===== src/rtl/serial_seq_gen.sv =====
// Serial frame transmitter: preamble 1,0,1 then WIDTH data bits MSB-first, then GAP_CYCLES idle.
// First bit appears the cycle after load&&ready; ready is high only in IDLE, so load is ignored mid-frame.
module serial_seq_gen #(
  parameter int WIDTH      = 8,
  parameter int GAP_CYCLES = 1
) (
  input  logic             clk,
  input  logic             rst,
  input  logic             load,
  input  logic [WIDTH-1:0] din,
  output logic             ready,
  output logic             x,
  output logic             x_valid,
  output logic             done
);

  localparam int MAX_A = (WIDTH > 3) ? WIDTH : 3;
  localparam int MAXV  = (GAP_CYCLES > MAX_A) ? GAP_CYCLES : MAX_A;
  localparam int CW    = $clog2(MAXV + 1);

  localparam logic [CW-1:0] LAST_PRE  = CW'(2);
  localparam logic [CW-1:0] LAST_DATA = CW'(WIDTH - 1);
  localparam logic [CW-1:0] LAST_DONE = CW'((WIDTH >= 2) ? (WIDTH - 2) : 0);
  localparam logic [CW-1:0] LAST_GAP  = CW'((GAP_CYCLES >= 1) ? (GAP_CYCLES - 1) : 0);

  typedef enum logic [1:0] {
    S_IDLE = 2'd0,
    S_PRE  = 2'd1,
    S_DATA = 2'd2,
    S_GAP  = 2'd3
  } state_t;

  state_t           r_state;
  logic [CW-1:0]    r_cnt;
  logic [WIDTH-1:0] r_shift;
  logic             r_x;
  logic             r_xv;
  logic             r_done;

  state_t           w_state_nxt;
  logic [CW-1:0]    w_cnt_nxt;
  logic [WIDTH-1:0] w_shift_nxt;
  logic             w_x_nxt;
  logic             w_xv_nxt;
  logic             w_done_nxt;

  // Outputs are computed for the bit presented after the coming edge, then registered.
  always_comb begin
    w_state_nxt = r_state;
    w_cnt_nxt   = r_cnt;
    w_shift_nxt = r_shift;
    w_x_nxt     = 1'b0;
    w_xv_nxt    = 1'b0;
    w_done_nxt  = 1'b0;
    case (r_state)
      S_IDLE: begin
        if (load) begin
          w_state_nxt = S_PRE;
          w_cnt_nxt   = '0;
          w_shift_nxt = din;
          w_x_nxt     = 1'b1;
          w_xv_nxt    = 1'b1;
        end
      end
      S_PRE: begin
        w_xv_nxt = 1'b1;
        if (r_cnt == LAST_PRE) begin
          w_state_nxt = S_DATA;
          w_cnt_nxt   = '0;
          w_x_nxt     = r_shift[WIDTH-1];
          w_shift_nxt = r_shift << 1;
          w_done_nxt  = (WIDTH == 1);
        end else begin
          w_cnt_nxt = r_cnt + CW'(1);
          w_x_nxt   = (r_cnt != '0);
        end
      end
      S_DATA: begin
        if (r_cnt == LAST_DATA) begin
          w_cnt_nxt   = '0;
          w_state_nxt = (GAP_CYCLES == 0) ? S_IDLE : S_GAP;
        end else begin
          w_xv_nxt    = 1'b1;
          w_cnt_nxt   = r_cnt + CW'(1);
          w_x_nxt     = r_shift[WIDTH-1];
          w_shift_nxt = r_shift << 1;
          w_done_nxt  = (r_cnt == LAST_DONE);
        end
      end
      S_GAP: begin
        if (r_cnt == LAST_GAP) begin
          w_state_nxt = S_IDLE;
          w_cnt_nxt   = '0;
        end else begin
          w_cnt_nxt = r_cnt + CW'(1);
        end
      end
      default: begin
        w_state_nxt = S_IDLE;
        w_cnt_nxt   = '0;
      end
    endcase
  end

  always_ff @(posedge clk or negedge rst) begin
    if (!rst) begin
      r_state <= S_IDLE;
      r_cnt   <= '0;
      r_shift <= '0;
      r_x     <= 1'b0;
      r_xv    <= 1'b0;
      r_done  <= 1'b0;
    end else begin
      r_state <= w_state_nxt;
      r_cnt   <= w_cnt_nxt;
      r_shift <= w_shift_nxt;
      r_x     <= w_x_nxt;
      r_xv    <= w_xv_nxt;
      r_done  <= w_done_nxt;
    end
  end

  assign ready   = (r_state == S_IDLE);
  assign x       = r_x;
  assign x_valid = r_xv;
  assign done    = r_done;

endmodule


===== config.mk =====
export PLATFORM = sky130hd
export DESIGN_NAME = serial_seq_gen
export DESIGN_NICKNAME = d
export VERILOG_FILES = /design/src/rtl/serial_seq_gen.sv
export SDC_FILE = /design/constraint.sdc
export NUM_CORES = 1
export LEC_CHECK = 0
export CAP_MARGIN = 20
export CORE_UTILIZATION = 52
export DETAILED_ROUTE_END_ITERATION = 10
export PLACE_DENSITY = 0.77
export SYNTH_ARGS = -nofsm -noshare
export SYNTH_HDL_FRONTEND = slang
export SYNTH_SLANG_ARGS = --single-unit

===== constraint.sdc =====
create_clock -name clk -period 2.6 [get_ports clk]
set_input_delay 0.26 -clock clk [delete_from_list [all_inputs] [get_ports clk]]
set_output_delay 0.26 -clock clk [all_outputs]
set_load 0.005 [all_outputs]

==> flow_summary.ini, run 1 <==
[worst_setup_path]
required_time_at_the_worst_slack_endpoint_ns = 2.81
criticalPathCategory = flip-flop to flip-flop
crit_slowest_cell = sky130_fd_sc_hd__dfrtp_1
cp_cell_sequence = inv_1 -> ha_1 -> or3b_4 -> a2111oi_4 -> buf_4 -> nand3b_1 -> o21ai_0
worst_r2r_path_depth = 7
number_of_logic_stages_on_the_critical_path_including_buffering = 7
r2r_setup_slack_ns = 0.58
critical_path.top_delay_family = simple AND/OR/NAND/NOR gates
critical_path_buf_inv_count = 2
cpPeakStageDelay_ns = 0.42
crit_arrival_ns = 2.23
crit_path_end_kind = flip-flop
timing.critical_path.fanout_max = 16
worst_setup_path_start_kind = flip-flop

[sta]
measured_slew_at_the_worst_slew_check_pin_ns = 0.7734
fin_setup_tns_ns = 0
rsz_0062_raised_after_global_routing = false
final_min_period_over_clock_period = 0.7768
report.final.slew_viol_count = 0
finalWorstPathRequiredPeriod_ns = 2.020
setup-violations-final = 0
hold_viol = 0
skew_ns = 0.005915
timing.max_slew.rel_slack = 0.4828
max_clock_freq_mhz = 495.1

[final_layout]
post_route_cell_area_sq_um = 1176
layout-drive-gt1-share = 0.1071
seq_area_sq_um = 425.4
total_area_of_multi_input_combinational_cells_sq_um = 508.0
areaGrowthSynthToFinish_pct = 17.94
nets = 133
layout.core_utilization = 0.6667
filler_cell_count = 151
instances_no_fill = 137
antenna-diode-count = 0

[logic_synthesis]
yosys.cell_types.count = 32
async_flop_share = 1.000
ys_seq_elements = 17
synthesis.nets = 116
synth-edff-count = 0
syn_inst = 96
netlist_top_cells_count = sky130_fd_sc_hd__dfrtp_1, sky130_fd_sc_hd__inv_1, sky130_fd_sc_hd__a21oi_1, sky130_fd_sc_hd__ha_1, sky130_fd_sc_hd__nor2_1
yosys_warnings = 0
synth_area_sq_um = 997.2
yosys.cell_count.top_type = sky130_fd_sc_hd__dfrtp_1
synth-seq-area-share = 0.4266
syn_area_per_cell_sq_um = 10.39
synth_largest_type_area_fraction = 0.4266
synth_top_area_cell = sky130_fd_sc_hd__dfrtp_1
ys_top_cells_by_area = sky130_fd_sc_hd__dfrtp_1, sky130_fd_sc_hd__ha_1, sky130_fd_sc_hd__mux2i_1, sky130_fd_sc_hd__a21oi_1, sky130_fd_sc_hd__inv_1
yosys_most_used_dff = sky130_fd_sc_hd__dfrtp_1

[pwr]
p_leak_nw = 0.5233
worst_ir_drop_vdd_uv = 675.9
p_per_area_nw_per_um2 = 1231
finalPower_mw = 1.448

[floorplan]
floorplan.die.height_um = 45.79
dieWidth_um = 45.79
core_area_sq_um = 1764
start_util = 0.5652
std_cell_rows = 15
floorplan.die_area_sq_um = 2097
ioPinCount = 15

[grt]
grt_antenna_before_repair = 0
global_route_wire_length_before_repair_mm = 2.967
track_usage = 0.2023
grt_remaining_overflow = 0
via_count_of_the_first_global_routing_pass = 667
pin_count_of_the_biggest_net_entering_global_routing = 18

[clock_network]
clock_sinks = 17
cts_setup_buffers = 0
clk_path_buf_depth = 2
cts_resized = 0
cts_hold_buffers = 0
htree_levels = 1
clock_tree_from_tritoncts = done
cts-buffers-inserted = 3
clk_latency_ns = 0.29
ctsRootBufferMaster = sky130_fd_sc_hd__clkbuf_4
cts.reportedPaths.clkPinSlew_ns = 0.10

[placed_design]
post_dp_cell_area_sq_um = 1150
portBuffers = 14
place.gp.congestion = 0.8074
numPlacedInstances = 133
hpwlAfterDp_mm = 1.360

[routing]
wl_per_cell_um = 13.15
drc = 0
vias_per_cell = 5.387
totalWireLength_mm = 1.801
detail-route-antenna-nets = 0
vias = 738
detailedRoute.firstPassIterationCount = 4
drt-initial-drc-count = 18

[min_path]
hold_class = primary input to async pin

[run]
drv_cap = 0

[run_status]
status = finished clean
per-layer routing:
| layer | track usage | routed length [um] | vias to the layer above |
|---|---|---|---|
| met5 | 0 | 0 | - |
| met4 | 0.08824 | 21 | 0 |
| met3 | 0.04762 | 67 | 2 |
| met2 | 0.2971 | 821 | 15 |
| met1 | 0.2832 | 890 | 351 |
| li1 | - | - | 370 |
through the flow:
step | worst slack [ns] | hold WS, ns
finish | 0.5804 | 0.4149
global route | 0.4537 | 0.4807
CTS | 0.5798 | 0.4336
detailed placement | 0.5936 | 0.5067
global placement | 0.6807 | 0.5010
floorplan | 0.6443 | -0.03559
sequential cells by signal, indices dropped and copies added (netlist names):
signal,flops
r_cnt,4
r_state,2
done,1
x_valid,1
r_shift,8
x,1
power by group:
group	total (mW)	switching [mW]	internal, mW
clock network	0.140	0.0808	0.0597
registers	0.458	0.0780	0.380
logic	0.849	0.445	0.405
worst paths after layout:
path | startpoint | endpoint
setup / recovery | r_cnt[0]$_DFFE_PN0P_ | r_shift[0]$_DFFE_PN0P_
hold / removal | rst | r_shift[0]$_DFFE_PN0P_
setup reg to reg | r_cnt[0]$_DFFE_PN0P_ | r_shift[0]$_DFFE_PN0P_
hold reg to reg | r_shift[6]$_DFFE_PN0P_ | r_shift[6]$_DFFE_PN0P_
max in group asynchronous | rst | r_cnt[0]$_DFFE_PN0P_
min in group clk | r_shift[6]$_DFFE_PN0P_ | r_shift[6]$_DFFE_PN0P_
layout make-up:
| type | count | area share |
|---|---|---|
| timing repair buffer | 15 | 0.1255 |
| multi-input combinational | 66 | 0.4319 |
| tap | 25 | 0.02660 |
| inverter | 10 | 0.03191 |
| sequential | 17 | 0.3617 |
| clock buffer | 4 | 0.02234 |
logic make-up (layout without fill, tap and decap cells):
group,Yosys count,count (layout),share of synthesized area
adder cells (fa/ha/maj),9,9,0.1129
AND/OR/NAND/NOR,24,24,0.1317
buffers and inverters,13,29,0.06399
multiplexers,8,8,0.08156
flip-flops,17,17,0.4266
AO/OA/AOI/OAI,25,25,0.1832
cell usage in the layout, fill, tap and decap left out:
cell type / synthesis / routed
sky130_fd_sc_hd__nand2_1: 4 / 4
sky130_fd_sc_hd__a31oi_1: 1 / 1
sky130_fd_sc_hd__a21oi_1: 9 / 9
sky130_fd_sc_hd__or4_1: 1 / 1
sky130_fd_sc_hd__o22ai_1: 3 / 3
sky130_fd_sc_hd__clkbuf_1: 0 / 1
sky130_fd_sc_hd__dfrtp_1: 17 / 17
sky130_fd_sc_hd__o21bai_1: 1 / 1
sky130_fd_sc_hd__and3_2: 1 / 1
sky130_fd_sc_hd__o21ai_0: 2 / 2
sky130_fd_sc_hd__o31a_1: 1 / 1
sky130_fd_sc_hd__clkbuf_4: 0 / 3
sky130_fd_sc_hd__ha_1: 9 / 9
sky130_fd_sc_hd__o21a_1: 1 / 1
sky130_fd_sc_hd__buf_4: 0 / 1
sky130_fd_sc_hd__o211ai_1: 1 / 1
sky130_fd_sc_hd__o221ai_1: 1 / 1
sky130_fd_sc_hd__or3b_4: 1 / 1
sky130_fd_sc_hd__mux2_2: 1 / 1
sky130_fd_sc_hd__nor2_1: 9 / 9
sky130_fd_sc_hd__nor3_1: 2 / 2
sky130_fd_sc_hd__and4b_2: 1 / 1
sky130_fd_sc_hd__clkdlybuf4s50_1: 0 / 14
sky130_fd_sc_hd__mux2i_1: 7 / 7
sky130_fd_sc_hd__a211oi_1: 1 / 1
sky130_fd_sc_hd__a2111oi_4: 1 / 1
sky130_fd_sc_hd__a222oi_1: 1 / 1
sky130_fd_sc_hd__nor2b_1: 1 / 1
sky130_fd_sc_hd__inv_1: 10 / 10
sky130_fd_sc_hd__nand2b_1: 1 / 1
sky130_fd_sc_hd__and4_2: 1 / 1
sky130_fd_sc_hd__a21oi_2: 2 / 2
sky130_fd_sc_hd__nand3_1: 1 / 1
sky130_fd_sc_hd__nand3b_1: 1 / 1
Note: power is estimated with default switching activity, not from simulation.
==> run 2: changes to the inputs <==
CORE_UTILIZATION = 47   (was 52)
PLACE_DENSITY = 0.74   (was 0.77)
clock period = 1.73 ns   (was 2.6 ns; I/O delays follow)
==> run 2 against run 1 <==
The flow now finishes with violations (negative setup slack). Power is 92% higher. Utilization up 5.1 points. Maximum frequency increased by 8.9%. Sequential power increased by 51%. Largest cell class unchanged. Critical path type unchanged. Flip-flop and latch count unchanged. Cell area increased by 21%. Worst setup slack got worse by 0.70 ns. Cell count up 15%. Clock power rose by 50%. Combinational power grew 120%. Global-route usage barely moved. Non-clock buffer count grew 19. Highest routed layer unchanged. Critical endpoint is now r_shift[3]$_DFFE_PN0P_.
==> flow_summary.ini, run 2 (synthesized netlist as in run 1, its figures left out) <==
[pwr]
p_leak_nw = 0.6550
pwr-share-comb = 0.676
p_per_area_nw_per_um2 = 1955
worst_ir_drop_vdd_uv = 1231
p_sw_mw = 1.084
clock_power_share = 0.076
finalPower_mw = 2.778
power.share.sequential = 0.249
internal-power_mw = 1.695
switching_share = 0.3900

[clock_network]
cts_hold_buffers = 0
ctsRootBufferMaster = sky130_fd_sc_hd__clkbuf_4
htree_levels = 1
clk_path_buf_depth = 2
clk_latency_ns = 0.29
cts-buffers-inserted = 3
clock_tree_from_tritoncts = done
clock_sinks = 17
cts.reportedPaths.clkPinSlew_ns = 0.10

[grt]
globalRouteMet2Util = 0.3324
track_usage = 0.2020
use_met1 = 0.2546
grt_use_met3 = 0.04528
pin_count_of_the_biggest_net_entering_global_routing = 18
global_route_wire_length_before_repair_mm = 3.263
via_count_of_the_first_global_routing_pass = 811
grt_remaining_overflow = 0
grt_antenna_before_repair = 0
globalRoute.busiestLayer = met2

[sta]
max_clock_freq_mhz = 539.4
rsz_0062_raised_after_global_routing = true
fin_worst_hold_slack_ns = 0.2030
skew_ns = 0.007392
setup-violations-final = 8
measured_slew_at_the_worst_slew_check_pin_ns = 0.3266
worst_slack_ns = -0.1239
timing.max_slew.rel_slack = 0.7823
hold_viol = 0
report.final.slew_viol_count = 0
finalWorstPathRequiredPeriod_ns = 1.854
final_min_period_over_clock_period = 1.072

[final_layout]
final_cell_mix = sky130_fd_sc_hd__buf_4, sky130_fd_sc_hd__dfrtp_1, sky130_fd_sc_hd__clkdlybuf4s50_1
most_common_cell_after_layout_fill_and_taps_aside = sky130_fd_sc_hd__buf_4
post_route_cell_area_sq_um = 1421
largest_reg_flops = 8
max_flop_register = r_shift
largestRegisters = r_shift (8), r_cnt (4), r_state (2)
filler_cell_count = 133
layout-drive-gt1-share = 0.3740
nets = 152
antenna-diode-count = 0
areaGrowthSynthToFinish_pct = 42.53

[run_status]
status = finished with violations
failing_checks = negative setup slack

[min_path]
hold_class = primary input to async pin

[placed_design]
hpwlAfterDp_mm = 1.485
place.gp.congestion = 0.9483
post_dp_cell_area_sq_um = 1280
portBuffers = 14

[worst_setup_path]
r2r_start = r_cnt[0]$_DFFE_PN0P_
required_time_at_the_worst_slack_endpoint_ns = 1.91
criticalPathCategory = flip-flop to flip-flop
reg_to_reg_end = r_shift[3]$_DFFE_PN0P_
crit_path_end_kind = flip-flop
crit_arrival_ns = 2.04
r2r_setup_slack_ns = -0.12
worst_setup_path_start_kind = flip-flop
timing.critical_path.fanout_max = 8
worst_r2r_path_depth = 7
timing.critical_path.from = r_cnt[0]$_DFFE_PN0P_

[floorplan]
ioPinCount = 15
floorplan.die_area_sq_um = 2310
floorplan.die.height_um = 48.06
core_area_sq_um = 1982
dieWidth_um = 48.06
std_cell_rows = 16
start_util = 0.5032

[routing]
totalWireLength_mm = 2.103
vias = 841
wl_per_cell_um = 13.31
vias_per_cell = 5.323
detailedRoute.firstPassIterationCount = 6
drc = 0
detail-route-antenna-nets = 0
drt-initial-drc-count = 10

[run]
drv_cap = 0
[run 2: metal layers]
layer  vias to the layer above  wire length [um]
li1                        414                 -
met1                       406               923
met2                        19              1104
met3                         2                69
met4                         0                 6
met5                         -                 0
[run 2: worst max path at each step]
stage	to	slack, ns
final	r_shift[3]$_DFFE_PN0P_	-0.12
after CTS	r_shift[3]$_DFFE_PN0P_	-0.08
after global routing	r_shift[3]$_DFFE_PN0P_	-0.20
after floorplan	r_shift[7]$_DFFE_PN0P_	-0.09
after detailed placement	r_state[1]$_DFFE_PN0P_	-0.09
after global placement	r_state[1]$_DFFE_PN0P_	-0.03
[run 2: timing repair]
action / in CTS / in global routing
setup buffers: 3 / 2
pin swaps: 0 / 1
setup endpoints to repair: 12 / 14
gates cloned: 0 / 1
resized for setup: 3 / 12
hold endpoints to repair: 0 / 0
[run 2: cell type report]
type                            count  area (sq um)  area share
Timing Repair Buffer               34         327.8      0.2306
Clock inverter                      1         5.005    0.003521
Tap cell                           27         33.78     0.02377
Multi-Input combinational cell     66         569.3      0.4005
Inverter                           10         37.54     0.02641
Clock buffer                        3         22.52     0.01585
Sequential cell                    17         425.4      0.2993
[run 2: critical path: stages, from the launching register on]
cell and delay [ns]:
sky130_fd_sc_hd__dfrtp_1 0.42, sky130_fd_sc_hd__inv_2 0.08, sky130_fd_sc_hd__ha_4 0.12, sky130_fd_sc_hd__or3b_4 0.38
sky130_fd_sc_hd__a2111oi_4 0.36, sky130_fd_sc_hd__buf_4 0.18, sky130_fd_sc_hd__clkbuf_16 0.14, sky130_fd_sc_hd__a21oi_1 0.07
[run 2: per-stage QoR]
step                setup WS [ns]  TNS, ns  cells  utilization
floorplan                -0.09104  -0.6717     96            -
global placement         -0.03248  -0.1427    148       0.6458
detailed placement       -0.08835  -0.4495    148       0.6458
CTS                      -0.07951  -0.4853    155       0.6768
global route              -0.2039   -1.468    158       0.7172
finish                    -0.1239  -0.9117    158       0.7172
[run 2: power by group through the flow]
stage	combinational, mW	sequential, mW	clock [mW]
floorplan	1.04	0.678	0
global placement	1.51	0.697	0
detailed placement	1.55	0.705	0
CTS	1.65	0.683	0.223
global route	2.06	0.709	0.239
finish	1.88	0.691	0.210
==> run 3: changes to the inputs <==
TNS_END_PERCENT = 30   (was unset)
==> run 3 against run 2 <==
The run still ends with negative setup slack left. Via count down 2.9%. Sequential power grew 1%. Register-to-register slack improved by 0.05 ns. Flip-flop and latch count is the same. Worst hold slack got worse by 0.0018 ns. Routed wire length down 7.6%. Global-route usage fell by 1.3 points. Sequential share of layout area up 1.9 points. Non-clock buffer count is 5 lower. Die area did not move. Highest routed layer unchanged.
==> flow_summary.ini, run 3 (synthesized netlist as in run 1, its figures left out) <==
[sta]
skew_ns = 0.001661
measured_slew_at_the_worst_slew_check_pin_ns = 0.3901
worst_slack_ns = -0.07131
max_clock_freq_mhz = 555.2
rsz_0062_raised_after_global_routing = true
setup-violations-final = 9
hold_viol = 0
final_min_period_over_clock_period = 1.041
finalWorstPathRequiredPeriod_ns = 1.801
fin_setup_tns_ns = -0.4878
report.final.slew_viol_count = 0
timing.max_slew.rel_slack = 0.7399
fin_worst_hold_slack_ns = 0.2013

[clock_network]
cts-buffers-inserted = 3
cts_hold_buffers = 0
clock_tree_from_tritoncts = done
clock_sinks = 17
cts.reportedPaths.clkPinSlew_ns = 0.10
htree_levels = 1
cts_setup_buffers = 0
clk_latency_ns = 0.28
ctsRootBufferMaster = sky130_fd_sc_hd__clkbuf_4
clk_path_buf_depth = 2

[routing]
vias = 817
wl_per_cell_um = 12.70
detail-route-antenna-nets = 0
drt-initial-drc-count = 29
totalWireLength_mm = 1.943
detailedRoute.firstPassIterationCount = 4
drc = 0
vias_per_cell = 5.340

[worst_setup_path]
r2r_setup_slack_ns = -0.07
timing.critical_path.fanout_max = 16
cpPeakStageDelay_ns = 0.43
timing.critical_path.from = r_cnt[0]$_DFFE_PN0P_
reg_to_reg_end = r_shift[4]$_DFFE_PN0P_
cp_cell_sequence = inv_2 -> ha_4 -> or3b_4 -> a2111oi_4 -> buf_12 -> nor2_1 -> a21oi_1
crit_arrival_ns = 2.01
critical_path_buf_inv_count = 2
crit_path_end_kind = flip-flop
r2r_start = r_cnt[0]$_DFFE_PN0P_
worst_r2r_path_depth = 7
crit_slowest_cell = sky130_fd_sc_hd__dfrtp_1
criticalPathCategory = flip-flop to flip-flop
worst_setup_path_start_kind = flip-flop
required_time_at_the_worst_slack_endpoint_ns = 1.94
critical_path.top_delay_family = compound AO/OA/AOI/OAI gates

[grt]
pin_count_of_the_biggest_net_entering_global_routing = 18
grt_antenna_before_repair = 0
global_route_wire_length_before_repair_mm = 2.980
track_usage = 0.1891
via_count_of_the_first_global_routing_pass = 700
grt_remaining_overflow = 0

[final_layout]
nets = 147
final_cell_mix = sky130_fd_sc_hd__dfrtp_1, sky130_fd_sc_hd__clkdlybuf4s50_1, sky130_fd_sc_hd__buf_4
most_common_cell_after_layout_fill_and_taps_aside = sky130_fd_sc_hd__dfrtp_1
layout.core_utilization = 0.6742
max_flop_register = r_shift
areaGrowthSynthToFinish_pct = 34.00
largest_reg_flops = 8
largestRegisters = r_shift (8), r_cnt (4), r_state (2)
layout-drive-gt1-share = 0.2937
antenna-diode-count = 0

[placed_design]
hpwlAfterDp_mm = 1.490
place.gp.congestion = 0.9436
portBuffers = 14

[min_path]
hold_class = primary input to async pin

[floorplan]
core_area_sq_um = 1982
dieWidth_um = 48.06
std_cell_rows = 16
start_util = 0.5032
floorplan.die_area_sq_um = 2310
floorplan.die.height_um = 48.06
ioPinCount = 15

[run]
drv_cap = 0

[run_status]
failing_checks = negative setup slack
status = finished with violations

[pwr]
finalPower_mw = 2.519
worst_ir_drop_vdd_uv = 963.4
p_per_area_nw_per_um2 = 1885
p_leak_nw = 0.6066
## run 3: changes by cell type in the layout (fill, tap and decap cells not counted), sizes merged
| cell | before | now |
|---|---|---|
| clkinv | 1 | 0 |
| clkdlybuf4s50 | 13 | 14 |
| clkbuf | 5 | 4 |
| dlymetal6s2s | 1 | 0 |
| buf | 18 | 15 |
## run 3: routing by layer
layer | up-vias | share of wire | track usage
met1 | 391 | 0.44 | 0.2419
met5 | - | 0 | 0
met3 | 4 | 0.036 | 0.04151
met4 | 0 | 0.0087 | 0.07222
li1 | 399 | - | -
met2 | 23 | 0.51 | 0.3108
## run 3: repair_timing
item,CTS,global route
gates resized for setup,3,4
pin swaps,0,1
hold endpoints to repair,0,0
endpoints found under the setup margin,10,14
## run 3: power by group
group          switching, mW  internal, mW  total [mW]
clock                  0.120        0.0895       0.210
combinational          0.757         0.854        1.61
sequential             0.127         0.571       0.699
total                   1.00          1.51        2.52
## run 3: worst max path at each step
| stage | to | cells after the start |
|---|---|---|
| after floorplan | r_shift[7]$_DFFE_PN0P_ | 7 |
| after global placement | r_state[1]$_DFFE_PN0P_ | 6 |
| after detailed placement | r_state[1]$_DFFE_PN0P_ | 6 |
| after CTS | r_shift[4]$_DFFE_PN0P_ | 7 |
| after global routing | r_shift[1]$_DFFE_PN0P_ | 7 |
| final | r_shift[4]$_DFFE_PN0P_ | 7 |
## run 3: cell type report
| class | instances | area [sq um] |
|---|---|---|
| clock buffer | 4 | 26.28 |
| fill | 149 | 645.6 |
| inverter | 10 | 37.54 |
| multi-input combinational | 66 | 548.0 |
| sequential | 17 | 425.4 |
| tap | 27 | 33.78 |
| timing repair buffer | 29 | 265.3 |
## run 3: metrics by stage
step,std cells,area [sq um],worst slack (ns)
floorplan,96,1015,-0.09134
global placement,149,1287,-0.04513
detailed placement,149,1287,-0.09251
CTS,153,1319,-0.09140
global route,153,1336,-0.1637
finish,153,1336,-0.07131
